### config.mk
export PLATFORM = sky130hd
export DESIGN_NAME = riscy_instr_feeder
export DESIGN_NICKNAME = d
export VERILOG_FILES = /design/src/rtl/riscy_feeder_pkg.sv /design/src/rtl/riscy_feeder_fifo.sv /design/src/rtl/riscy_instr_feeder.sv
export SDC_FILE = /design/constraint.sdc
export NUM_CORES = 1
export LEC_CHECK = 0
export ABC_CLOCK_PERIOD_IN_PS = 6150
export BUFFER_PORTS_ARGS = -buffer_cell sky130_fd_sc_hd__buf_2
export CORE_MARGIN = 10
export CORE_UTILIZATION = 45
export DETAILED_ROUTE_END_ITERATION = 16
export GPL_TIMING_DRIVEN = 1
export SYNTH_ARGS = -nofsm -noshare
export SYNTH_HDL_FRONTEND = slang
export SYNTH_SLANG_ARGS = --single-unit
### constraint.sdc
create_clock -name clk_i -period 6.15 [get_ports clk_i]
set_input_delay 0.615 -clock clk_i [delete_from_list [all_inputs] [get_ports clk_i]]
set_output_delay 0.615 -clock clk_i [all_outputs]
set_load 0.1 [all_outputs]
### src/rtl/riscy_feeder_pkg.sv
`default_nettype none
// ============================================================================
// Module      : riscy_feeder_pkg
// Description : Shared types and constants for the RISCY instruction feeder:
//               instruction word type, default NOP encoding, fetch FSM state
//               encoding and the grant-delay counter load helper.
// Revision    : 1.0 - initial release
// ============================================================================
package riscy_feeder_pkg;

    // 32-bit RISC-V instruction word.
    typedef logic [31:0] instr_t;

    // addi x0, x0, 0
    localparam instr_t C_NOP_INSTR = 32'h0000_0013;

    // Fetch FSM state encoding, explicit width.
    localparam int C_STATE_W = 1;
    typedef enum logic [C_STATE_W-1:0] {
        ST_IDLE = 1'b0,
        ST_WAIT = 1'b1
    } fsm_state_t;

    // The cycle in which req is first seen in IDLE is itself the first idle
    // cycle, so WAIT only has to cover (delay - 1) further cycles before it
    // is allowed to grant. A zero delay that could not be granted at once
    // (nothing available) enters WAIT with a zero count and simply holds.
    function automatic logic [3:0] f_wait_load(input logic [3:0] delay);
        return (delay == 4'd0) ? 4'd0 : delay - 4'd1;
    endfunction

endpackage
`default_nettype wire

### src/rtl/riscy_feeder_fifo.sv
`default_nettype none
// ============================================================================
// Module      : riscy_feeder_fifo
// Description : Synchronous FIFO with flush, occupancy count and full/empty
//               flags. Pushes while full and pops while empty are ignored.
//               Flush has priority over a push in the same cycle.
// Ports       : clk, rst      - clock, asynchronous active-high reset
//               i_flush       - clear contents (pointers and count)
//               i_push/i_wdata- write request and data
//               i_pop         - remove the head entry
//               o_head        - current head entry (valid when !o_empty)
//               o_count       - occupancy, 0..DEPTH
//               o_full/o_empty- status flags
// Revision    : 1.0 - initial release
// ============================================================================
module riscy_feeder_fifo #(
    parameter int DEPTH = 8,
    parameter int WIDTH = 32,
    parameter int CNT_W = $clog2(DEPTH + 1)
) (
    input  logic             clk,
    input  logic             rst,
    input  logic             i_flush,
    input  logic             i_push,
    input  logic [WIDTH-1:0] i_wdata,
    input  logic             i_pop,
    output logic [WIDTH-1:0] o_head,
    output logic [CNT_W-1:0] o_count,
    output logic             o_full,
    output logic             o_empty
);

    localparam int              c_ptr_w = $clog2(DEPTH);
    localparam logic [CNT_W-1:0] c_full = CNT_W'(DEPTH);

    logic [WIDTH-1:0]   r_mem [DEPTH];
    logic [c_ptr_w-1:0] r_wr_ptr;
    logic [c_ptr_w-1:0] r_rd_ptr;
    logic [CNT_W-1:0]   r_count;
    logic               w_do_push;
    logic               w_do_pop;

    assign o_full    = (r_count == c_full);
    assign o_empty   = (r_count == '0);
    assign o_count   = r_count;
    assign o_head    = r_mem[r_rd_ptr];
    assign w_do_push = i_push & ~o_full & ~i_flush;
    assign w_do_pop  = i_pop & ~o_empty & ~i_flush;

    // DEPTH is a power of two, so the pointers wrap naturally.
    always_ff @(posedge clk or posedge rst) begin
        if (rst) begin
            r_wr_ptr <= '0;
            r_rd_ptr <= '0;
            r_count  <= '0;
        end else if (i_flush) begin
            r_wr_ptr <= '0;
            r_rd_ptr <= '0;
            r_count  <= '0;
        end else begin
            if (w_do_push) r_wr_ptr <= r_wr_ptr + c_ptr_w'(1);
            if (w_do_pop)  r_rd_ptr <= r_rd_ptr + c_ptr_w'(1);
            case ({w_do_push, w_do_pop})
                2'b10:   r_count <= r_count + CNT_W'(1);
                2'b01:   r_count <= r_count - CNT_W'(1);
                default: r_count <= r_count;
            endcase
        end
    end

    // Storage carries no reset; only entries below the count are ever read.
    always_ff @(posedge clk) begin
        if (w_do_push) r_mem[r_wr_ptr] <= i_wdata;
    end

endmodule
`default_nettype wire

### src/rtl/riscy_instr_feeder.sv
`default_nettype none
// ============================================================================
// Module      : riscy_instr_feeder
// Description : Instruction-side memory responder for the RISCY fetch port.
//               Buffers driver-pushed instruction words and answers the
//               core's req/gnt/rvalid handshake with a programmable grant
//               latency, returning one buffered word (or NOP) per grant.
// Ports       : clk_i, rst_i          - clock, asynchronous active-high reset
//               inst_valid_i/data_i   - driver push; inst_ready_o = not full
//               instr_req_i/addr_i    - core fetch request and address
//               instr_gnt_o           - combinational grant
//               instr_rvalid_o/rdata_o- registered response, 1 cycle after gnt
//               fetch_addr_o          - address captured at the grant
//               gnt_delay_i           - idle cycles before each grant
//               nop_fill_en_i         - grant with NOP when FIFO is empty
//               flush_i               - clear FIFO, force FSM to IDLE
//               fifo_count_o          - FIFO occupancy
//               protocol_err_o        - sticky: req dropped while waiting
// Revision    : 1.0 - initial release
// ============================================================================
module riscy_instr_feeder
    import riscy_feeder_pkg::*;
#(
    parameter int     DEPTH     = 8,
    parameter instr_t NOP_INSTR = C_NOP_INSTR
) (
    input  logic                       clk_i,
    input  logic                       rst_i,
    input  logic                       inst_valid_i,
    input  logic [31:0]                inst_data_i,
    output logic                       inst_ready_o,
    input  logic                       instr_req_i,
    input  logic [31:0]                instr_addr_i,
    output logic                       instr_gnt_o,
    output logic                       instr_rvalid_o,
    output logic [31:0]                instr_rdata_o,
    output logic [31:0]                fetch_addr_o,
    input  logic [3:0]                 gnt_delay_i,
    input  logic                       nop_fill_en_i,
    input  logic                       flush_i,
    output logic [$clog2(DEPTH+1)-1:0] fifo_count_o,
    output logic                       protocol_err_o
);

    localparam int c_cnt_w = $clog2(DEPTH + 1);

    fsm_state_t        r_state;
    logic [3:0]        r_wait_cnt;
    logic              r_rvalid;
    instr_t            r_rdata;
    logic [31:0]       r_fetch_addr;
    logic              r_protocol_err;

    instr_t            w_head;
    logic [c_cnt_w-1:0] w_count;
    logic              w_full;
    logic              w_empty;
    logic              w_avail;
    logic              w_gnt;
    logic              w_pop;

    // The granted word leaves the FIFO on the grant edge itself, so the
    // occupancy already excludes the word owed to the outstanding rvalid;
    // a non-empty FIFO therefore means a word is genuinely available.
    assign w_avail = ~w_empty | nop_fill_en_i;
    assign w_pop   = w_gnt & ~w_empty;

    riscy_feeder_fifo #(
        .DEPTH (DEPTH),
        .WIDTH (32),
        .CNT_W (c_cnt_w)
    ) u_fifo (
        .clk     (clk_i),
        .rst     (rst_i),
        .i_flush (flush_i),
        .i_push  (inst_valid_i),
        .i_wdata (inst_data_i),
        .i_pop   (w_pop),
        .o_head  (w_head),
        .o_count (w_count),
        .o_full  (w_full),
        .o_empty (w_empty)
    );

    // Grant is combinational so a zero-delay request is granted in the same
    // cycle. A flush cycle never grants: the FIFO is being emptied under it.
    always_comb begin
        w_gnt = 1'b0;
        if (instr_req_i && w_avail && !flush_i) begin
            case (r_state)
                ST_IDLE: w_gnt = (gnt_delay_i == 4'd0);
                ST_WAIT: w_gnt = (r_wait_cnt == 4'd0);
                default: w_gnt = 1'b0;
            endcase
        end
    end

    always_ff @(posedge clk_i or posedge rst_i) begin
        if (rst_i) begin
            r_state        <= ST_IDLE;
            r_wait_cnt     <= 4'd0;
            r_rvalid       <= 1'b0;
            r_rdata        <= '0;
            r_fetch_addr   <= '0;
            r_protocol_err <= 1'b0;
        end else begin
            // Response: one cycle after each grant, never more than one
            // outstanding since the rvalid register is overwritten each cycle.
            r_rvalid <= w_gnt;
            if (w_gnt) begin
                r_rdata      <= w_empty ? NOP_INSTR : w_head;
                r_fetch_addr <= instr_addr_i;
            end

            if (flush_i) begin
                r_state    <= ST_IDLE;
                r_wait_cnt <= 4'd0;
            end else begin
                case (r_state)
                    ST_IDLE: begin
                        if (instr_req_i && !w_gnt) begin
                            r_state    <= ST_WAIT;
                            r_wait_cnt <= f_wait_load(gnt_delay_i);
                        end
                    end
                    ST_WAIT: begin
                        if (!instr_req_i) begin
                            r_protocol_err <= 1'b1;
                            r_state        <= ST_IDLE;
                        end else if (r_wait_cnt != 4'd0) begin
                            r_wait_cnt <= r_wait_cnt - 4'd1;
                        end else if (w_gnt) begin
                            r_state <= ST_IDLE;
                        end
                    end
                    default: r_state <= ST_IDLE;
                endcase
            end
        end
    end

    assign inst_ready_o   = ~w_full;
    assign instr_gnt_o    = w_gnt;
    assign instr_rvalid_o = r_rvalid;
    assign instr_rdata_o  = r_rdata;
    assign fetch_addr_o   = r_fetch_addr;
    assign fifo_count_o   = w_count;
    assign protocol_err_o = r_protocol_err;

endmodule
`default_nettype wire
; Yosys cells after proc, flatten, opt, wreduce, memory -nomap -nowiden
; Memory sizes are Yosys's and may differ from the RTL's.
; Index checks and enable logic that the tools add are counted.
[classes]
n_mux = 23
add_sub_neg = 6
n_bitwise = 11
n_reduce_logical = 14
n_eq_ne = 6
[ops]
columns = op, count
row1 = 2-to-1 mux 32 bit, 1
row2 = 2-to-1 mux 4 bit, 6
row3 = one-hot mux 4 bit (2 select lines), 2
row4 = zero test 4 bit, 3
row5 = 2-to-1 mux 3 bit, 4
row6 = "subtractor 4 x 1 -> 4 bit, second input constant", 3
row7 = 2-to-1 mux 1 bit, 8
row8 = "adder 3 x 1 -> 3 bit, second input constant", 2
row9 = "inequality test 3 bit, second input constant", 2
row10 = AND reduction 3 bit, 2
row11 = bitwise AND 1 bit, 5
row12 = NOT 1 bit, 5
row13 = "adder 4 x 1 -> 4 bit, second input constant", 1
row14 = "equality test 4 bit, second input constant", 1
row15 = one-hot mux 1 bit (2 select lines), 2
row16 = nonzero test 2 bit, 2
row17 = nonzero test 4 bit, 1
row18 = logical AND 1 bit, 3
row19 = "inequality test 3 x 2 -> 1 bit, second input constant", 1
row20 = nonzero test 3 bit, 1
row21 = "equality test 2 x 1 -> 1 bit, second input constant", 1
row22 = "equality test 2 bit, second input constant", 1
row23 = zero test 1 bit, 2
row24 = OR 1 bit, 1
[totals]
n_memories = 1
input_bits = 74
elab_cells = 70
out_inout_bits = 72
register_bits = 81
ramBits = 256
[memory_table]
columns = memory, depth, word_bits, rd, rd_ports_with_merged_regs, wr, line_no
row1 = u_fifo.r_mem, 8, 32, 1, 0, 1, riscy_feeder_fifo.sv:36  ; logic [WIDTH-1:0] r_mem [DEPTH];

; Depth between registers and ports, before layout
[logic_depth]
depth_word = 12
ltp_mapped = 10
mapped_depth_nobuf = 10

; Modules after synthesis
; Synthesis repeated with hierarchy kept, for this count alone.
[hier_totals]
cells_unflattened = 708
area_unflattened_um2 = 13496.7
[modules_own_cells]
columns = mod, cells_each, area_per_inst_um2, instances, seq_area_each_um2
row1 = riscy_feeder_fifo, 448, 10298.6, 1, 7937.6
row2 = riscy_instr_feeder, 260, 3198.1, 1, 1776.7

; Least setup slack after synthesis
; No wires, ideal clock.
[synth_timing]
kind = register -> register
start = register u_fifo.r_count[0], in the netlist u_fifo.o_count[0]
end = memory u_fifo.r_mem[0][0], enable pin
setup_time_ns = 0.461
path_slack_ns = 1.228
stages_incl_launch_ff = 6
n_path_buf = 1
t_arrival_ns = 4.461
path_cell_list = dfrtp_1 or4b_1 buf_2 nand2_8 or3_1 nor3_1
[synth_via]
elab_chain_cells = 6
[synth_rtl]
columns = item, line_no
row1 = "start, declared", riscy_feeder_fifo.sv:39  ; logic [CNT_W-1:0] r_count;
row2 = "start signal, assigned", riscy_feeder_fifo.sv:64  ; 2'b10: r_count <= r_count + CNT_W'(1);
row3 = "start signal, assigned", riscy_feeder_fifo.sv:65  ; 2'b01: r_count <= r_count - CNT_W'(1);
row4 = "start signal, assigned", riscy_feeder_fifo.sv:66  ; default: r_count <= r_count;
row5 = equality test 4 bit, riscy_feeder_fifo.sv:43  ; assign o_full = (r_count == c_full);
row6 = NOT 1 bit, --
row7 = via inst_ready_o, riscy_instr_feeder.sv:31  ; output logic inst_ready_o,
row8 = bitwise AND 1 bit (2 in a row), riscy_feeder_fifo.sv:47  ; assign w_do_push = i_push & ~o_full & ~i_flush;
row9 = 2-to-1 mux 1 bit, riscy_feeder_fifo.sv:73  ; if (w_do_push) r_mem[r_wr_ptr] <= i_wdata;
row10 = 2-to-1 mux 1 bit (not written as such), riscy_feeder_fifo.sv:73
row11 = "end, declared", riscy_feeder_fifo.sv:36
; The timed path passes the listed nets, and every way through them passes these cells.

; Worst setup path after layout
[layout_timing]
start = register r_wait_cnt[0]
end = output port instr_gnt_o
[layout_via]
elab_chain_cells = 3
[layout_rtl]
columns = item, line_no
row1 = "start, declared", riscy_instr_feeder.sv:48  ; logic [3:0] r_wait_cnt;
row2 = "start signal, assigned", riscy_instr_feeder.sv:123  ; r_wait_cnt <= f_wait_load(gnt_delay_i);
row3 = "start signal, assigned", riscy_instr_feeder.sv:131  ; r_wait_cnt <= r_wait_cnt - 4'd1;
row4 = zero test 4 bit, riscy_instr_feeder.sv:92  ; ST_WAIT: w_gnt = (r_wait_cnt == 4'd0);
row5 = one-hot mux 1 bit (2 select lines), riscy_instr_feeder.sv:90  ; case (r_state)
row6 = 2-to-1 mux 1 bit, riscy_instr_feeder.sv:89  ; if (instr_req_i && w_avail && !flush_i) begin
row7 = "end, declared", riscy_instr_feeder.sv:34  ; output logic instr_gnt_o,
; Every way passes these cells.

==> run_results.csv <==
group,metric,value,unit
route,drt-total-wl,27100,µm
global_route,grt_pass1_wl,41800,µm
synth,synth_area_leaders,"edfxtp_1 (59%), dfrtp_1 (16%), mux4_2 (11%), nand2_1 (3.8%), mux2i_1 (2.6%)",
timing,slew_headroom,0.252,
synth,synth-seq-cells,337,
worst_setup_path,path_max_fanout,62,
global_route,grt_antenna_before_repair,2,
timing,period_needed,4.14,ns
route,via_per_inst,5.15,
clock_network,cts_setup_buffers,0,
synth,syn-cell-area,13100,µm²
synth,syn_area_per_cell,17.7,µm²
clock_network,cts.reportedPaths.clkPinSlew,0.06,ns
power,power.leakage,5.70,nW
synth,yosysTopAreaCell,"edfxtp_1",
synth,synth.top_cell.area_share,0.588,
global_route,grt_pass1_vias,7067,
final_layout,finalNonFillerCells,1312,
die,core_area,28700,µm²
worst_setup_path,path_class,"flip-flop to primary output",
die,io_pins,146,
route,routedWlPerCell,20.6,µm
clock_network,htree_num_levels,2,
power,power,0.00624,W
worst_setup_path,r2r_slack,2.64,ns
route,vias,6762,
global_route,busiest_layer,"met2",
worst_setup_path,r2r_end,"u_fifo.o_count[3]",
timing,rsz0062_at_grt,"false",
placement,port_buffers,145,
worst_setup_path,slowest_stage,"buf_4",
timing,fin_crit_sh,0.674,
clock_network,clockBufferDepth,3,
synth,syn_inst,740,
synth,synth_fp_nets,820,
worst_setup_path,path_cells,"inv_1 -> ha_1 -> and4bb_1 -> o21ai_0 -> or2_2 -> buf_4 -> inv_4 -> buf_2",
clock_network,cts_tree,"yes",
worst_setup_path,ff2ff_path_depth,10,
timing,hold_slack,0.132,ns
placement,post-place-cells,1245,
global_route,use_met3,0.0386,
clock_network,clock-sinks,337,
timing,fmax,241,MHz
clock_network,cts_resized,0,
clock_network,clockRootBuffer,"clkbuf_16",
timing,setup_tns,0,ns
worst_setup_path,required,5.53,ns
clock_network,postCtsHoldBufs,0,
global_route,track_usage,0.149,
route,drc_errors,0,
final_layout,nNetsFinal,979,
worst_setup_path,cp-end-kind,"primary output",
placement,dp_hpwl,15000,µm
final_layout,drive_above_1_share,0.321,
die,placementRows,62,
worst_setup_path,critPathMaxStageDelay,0.60,ns
die,die_width,190,µm
worst_setup_path,cp.arrival,3.53,ns
placement,place.gp.congestion,0.756,
status,outcome,"completed",
power,powerDensity,404,nW/µm²
synth,yosysUniqueCellTypes,48,
hold_path,hold_path.class,"input pin to async pin",
timing,drv_slew,0,
worst_setup_path,timing.rr.start,"r_wait_cnt[0]",
worst_setup_path,start_kind,"flip-flop",
final_layout,area_delta_synth_final,18.2,%
synth,ys_seq_area_frac,0.743,
clock_network,numCtsBuffers,36,
timing,worstMarginPinSlew,1.12,ns
clock_network,clock_latency,0.51,ns
flow_run,max_cap_violations,0,
synth,ys_warn_count,0,
route,drtPass1Iterations,7,
die,initial_utilization,0.455,
die,chipHeight,190,µm
global_route,grt_use_met2,0.242,
die,die_area,36300,µm²
global_route,globalRouteMet1Util,0.198,
timing,hold_viol_final,0,
global_route,grt_max_degree,67,
timing,final.setup_skew,0.0106,ns
global_route,grt-ovfl-total,0,
power,ir_drop,0.365,mV
route,drt-initial-drc-count,406,
route,postRouteAntennaNets,0,
timing,finalSetupViolations,0,
==> area by class of cell <==
type,instances,area (µm²)
fillers,2319,13300
multi-input cells,358,3190
clock buffers,51,998
inverters,9,38.8
well taps,384,480
clock inverters,15,191
diodes,1,2.50
flip-flops and latches,337,9720
repair buffers,157,816
==> power breakdown <==
group          leakage [nW]  total [W]  switching (W)  internal [W]
logic                  1.76    0.00138        0.00119      0.000191
clock network         0.580    0.00216       0.000848       0.00131
registers              3.37    0.00270      0.0000830       0.00261
total                  5.70    0.00624        0.00212       0.00411
==> logic make-up after synthesis <==
family / count (synthesis) / synth area share
adders and majority gates: 6 / 0.00574
AOI/OAI and AO/OA: 60 / 0.0277
buffers and inverters: 45 / 0.0174
and+or+nand+nor: 185 / 0.0618
muxes: 99 / 0.137
DFF: 337 / 0.743
xor gates and xnor gates: 8 / 0.00680
==> cell usage in the layout, fill, tap and decap left out, types with 2 or more instances in the layout <==
| master | n |
|---|---|
| edfxtp_1 | 256 |
| buf_2 | 145 |
| nand2_1 | 132 |
| dfrtp_1 | 78 |
| mux4_2 | 64 |
| clkbuf_16 | 37 |
| mux2i_1 | 34 |
| o21ai_0 | 27 |
| nor2_1 | 21 |
| clkbuf_1 | 12 |
| buf_4 | 12 |
| o21ai_1 | 10 |
| a21oi_1 | 10 |
| inv_1 | 7 |
| nor2_4 | 7 |
| ha_1 | 6 |
| clkinv_2 | 5 |
| nand2b_1 | 4 |
| xnor2_1 | 4 |
| inv_6 | 4 |
| bufinv_16 | 4 |
| nor3_1 | 3 |
| xor2_1 | 3 |
| nor2b_1 | 2 |
| or2_2 | 2 |
| o22ai_1 | 2 |
| inv_4 | 2 |
| or3_1 | 2 |
| nor3_2 | 2 |
| nand3_1 | 2 |
| a31oi_1 | 2 |
| clkbuf_8 | 2 |
| dfrtp_4 | 2 |
==> per-layer routing <==
layer  part of all wire  wire length [µm]
met5            0.00048                13
met1               0.44             11800
met2               0.48             12900
met4              0.014               386
met3              0.070              1900
==> metrics by stage <==
| step | utilization | setup WS (ns) | cell area [µm²] |
|---|---|---|---|
| after global placement | 0.496 | 2.29 | 14200 |
| after floorplan | - | 1.23 | 13100 |
| final | 0.538 | 2.01 | 15400 |
| after detailed placement | 0.496 | 2.22 | 14200 |
| after CTS | 0.538 | 2.01 | 15400 |
| after global routing | 0.538 | 1.81 | 15400 |
==> registers in the layout, summed over array words and instances, names as in the netlist, 3 cells and up <==
| signal | flops |
|---|---|
| u_fifo.r_rd_ptr | 3 |
| u_fifo.o_count | 4 |
| fetch_addr_o | 32 |
| u_fifo.r_mem | 256 |
| r_wait_cnt | 4 |
| u_fifo.r_wr_ptr | 3 |
| instr_rdata_o | 32 |
==> worst max-delay path, delay by kind of cell (launching register included) <==
family | cells | cell delay (ns)
buffers and inverters | 4 | 1.37
flip-flops | 1 | 0.36
AND/OR/NAND/NOR | 2 | 0.48
AO/OA/AOI/OAI | 1 | 0.54
adder cells (fa/ha/maj) | 1 | 0.21
==> Yosys cell counts (all sizes together) <==
| cell type | n |
|---|---|
| xor2 | 3 |
| or4b | 2 |
| inv | 9 |
| or2 | 2 |
| ha | 6 |
| o21ai | 37 |
| nand2b | 4 |
| nand2 | 133 |
| nand3 | 2 |
| a21oi | 10 |
| nor2b | 2 |
| o211ai | 2 |
| mux2 | 1 |
| nor3 | 5 |
| o2111a | 1 |
| clkbuf | 16 |
| xnor2 | 5 |
| nor4b | 1 |
| or4 | 1 |
| a211o | 1 |
| a31oi | 3 |
| edfxtp | 256 |
| and2 | 1 |
| o22ai | 2 |
| or3b | 1 |
| buf | 20 |
| and4bb | 1 |
| o21bai | 1 |
| o31ai | 1 |
| mux2i | 34 |
| mux4 | 64 |
| dfrtp | 81 |
| o32a | 1 |
| nor2 | 28 |
| o211a | 1 |
| or3 | 2 |
==> worst max-delay path by stage <==
stage                 startpoint            endpoint  slack (ns)  cells past startpoint
6_report           r_wait_cnt[0]         instr_gnt_o        2.01                      8
5_1_grt            r_wait_cnt[0]         instr_gnt_o        1.81                      8
4_1_cts            r_wait_cnt[0]         instr_gnt_o        2.01                      8
3_5_place_dp      gnt_delay_i[0]         instr_gnt_o        2.22                      9
3_3_place_gp      gnt_delay_i[0]         instr_gnt_o        2.29                      9
2_1_floorplan  u_fifo.o_count[0]  u_fifo.r_mem[0][0]        1.23                      5
Note: power is estimated with default switching activity, not from simulation.
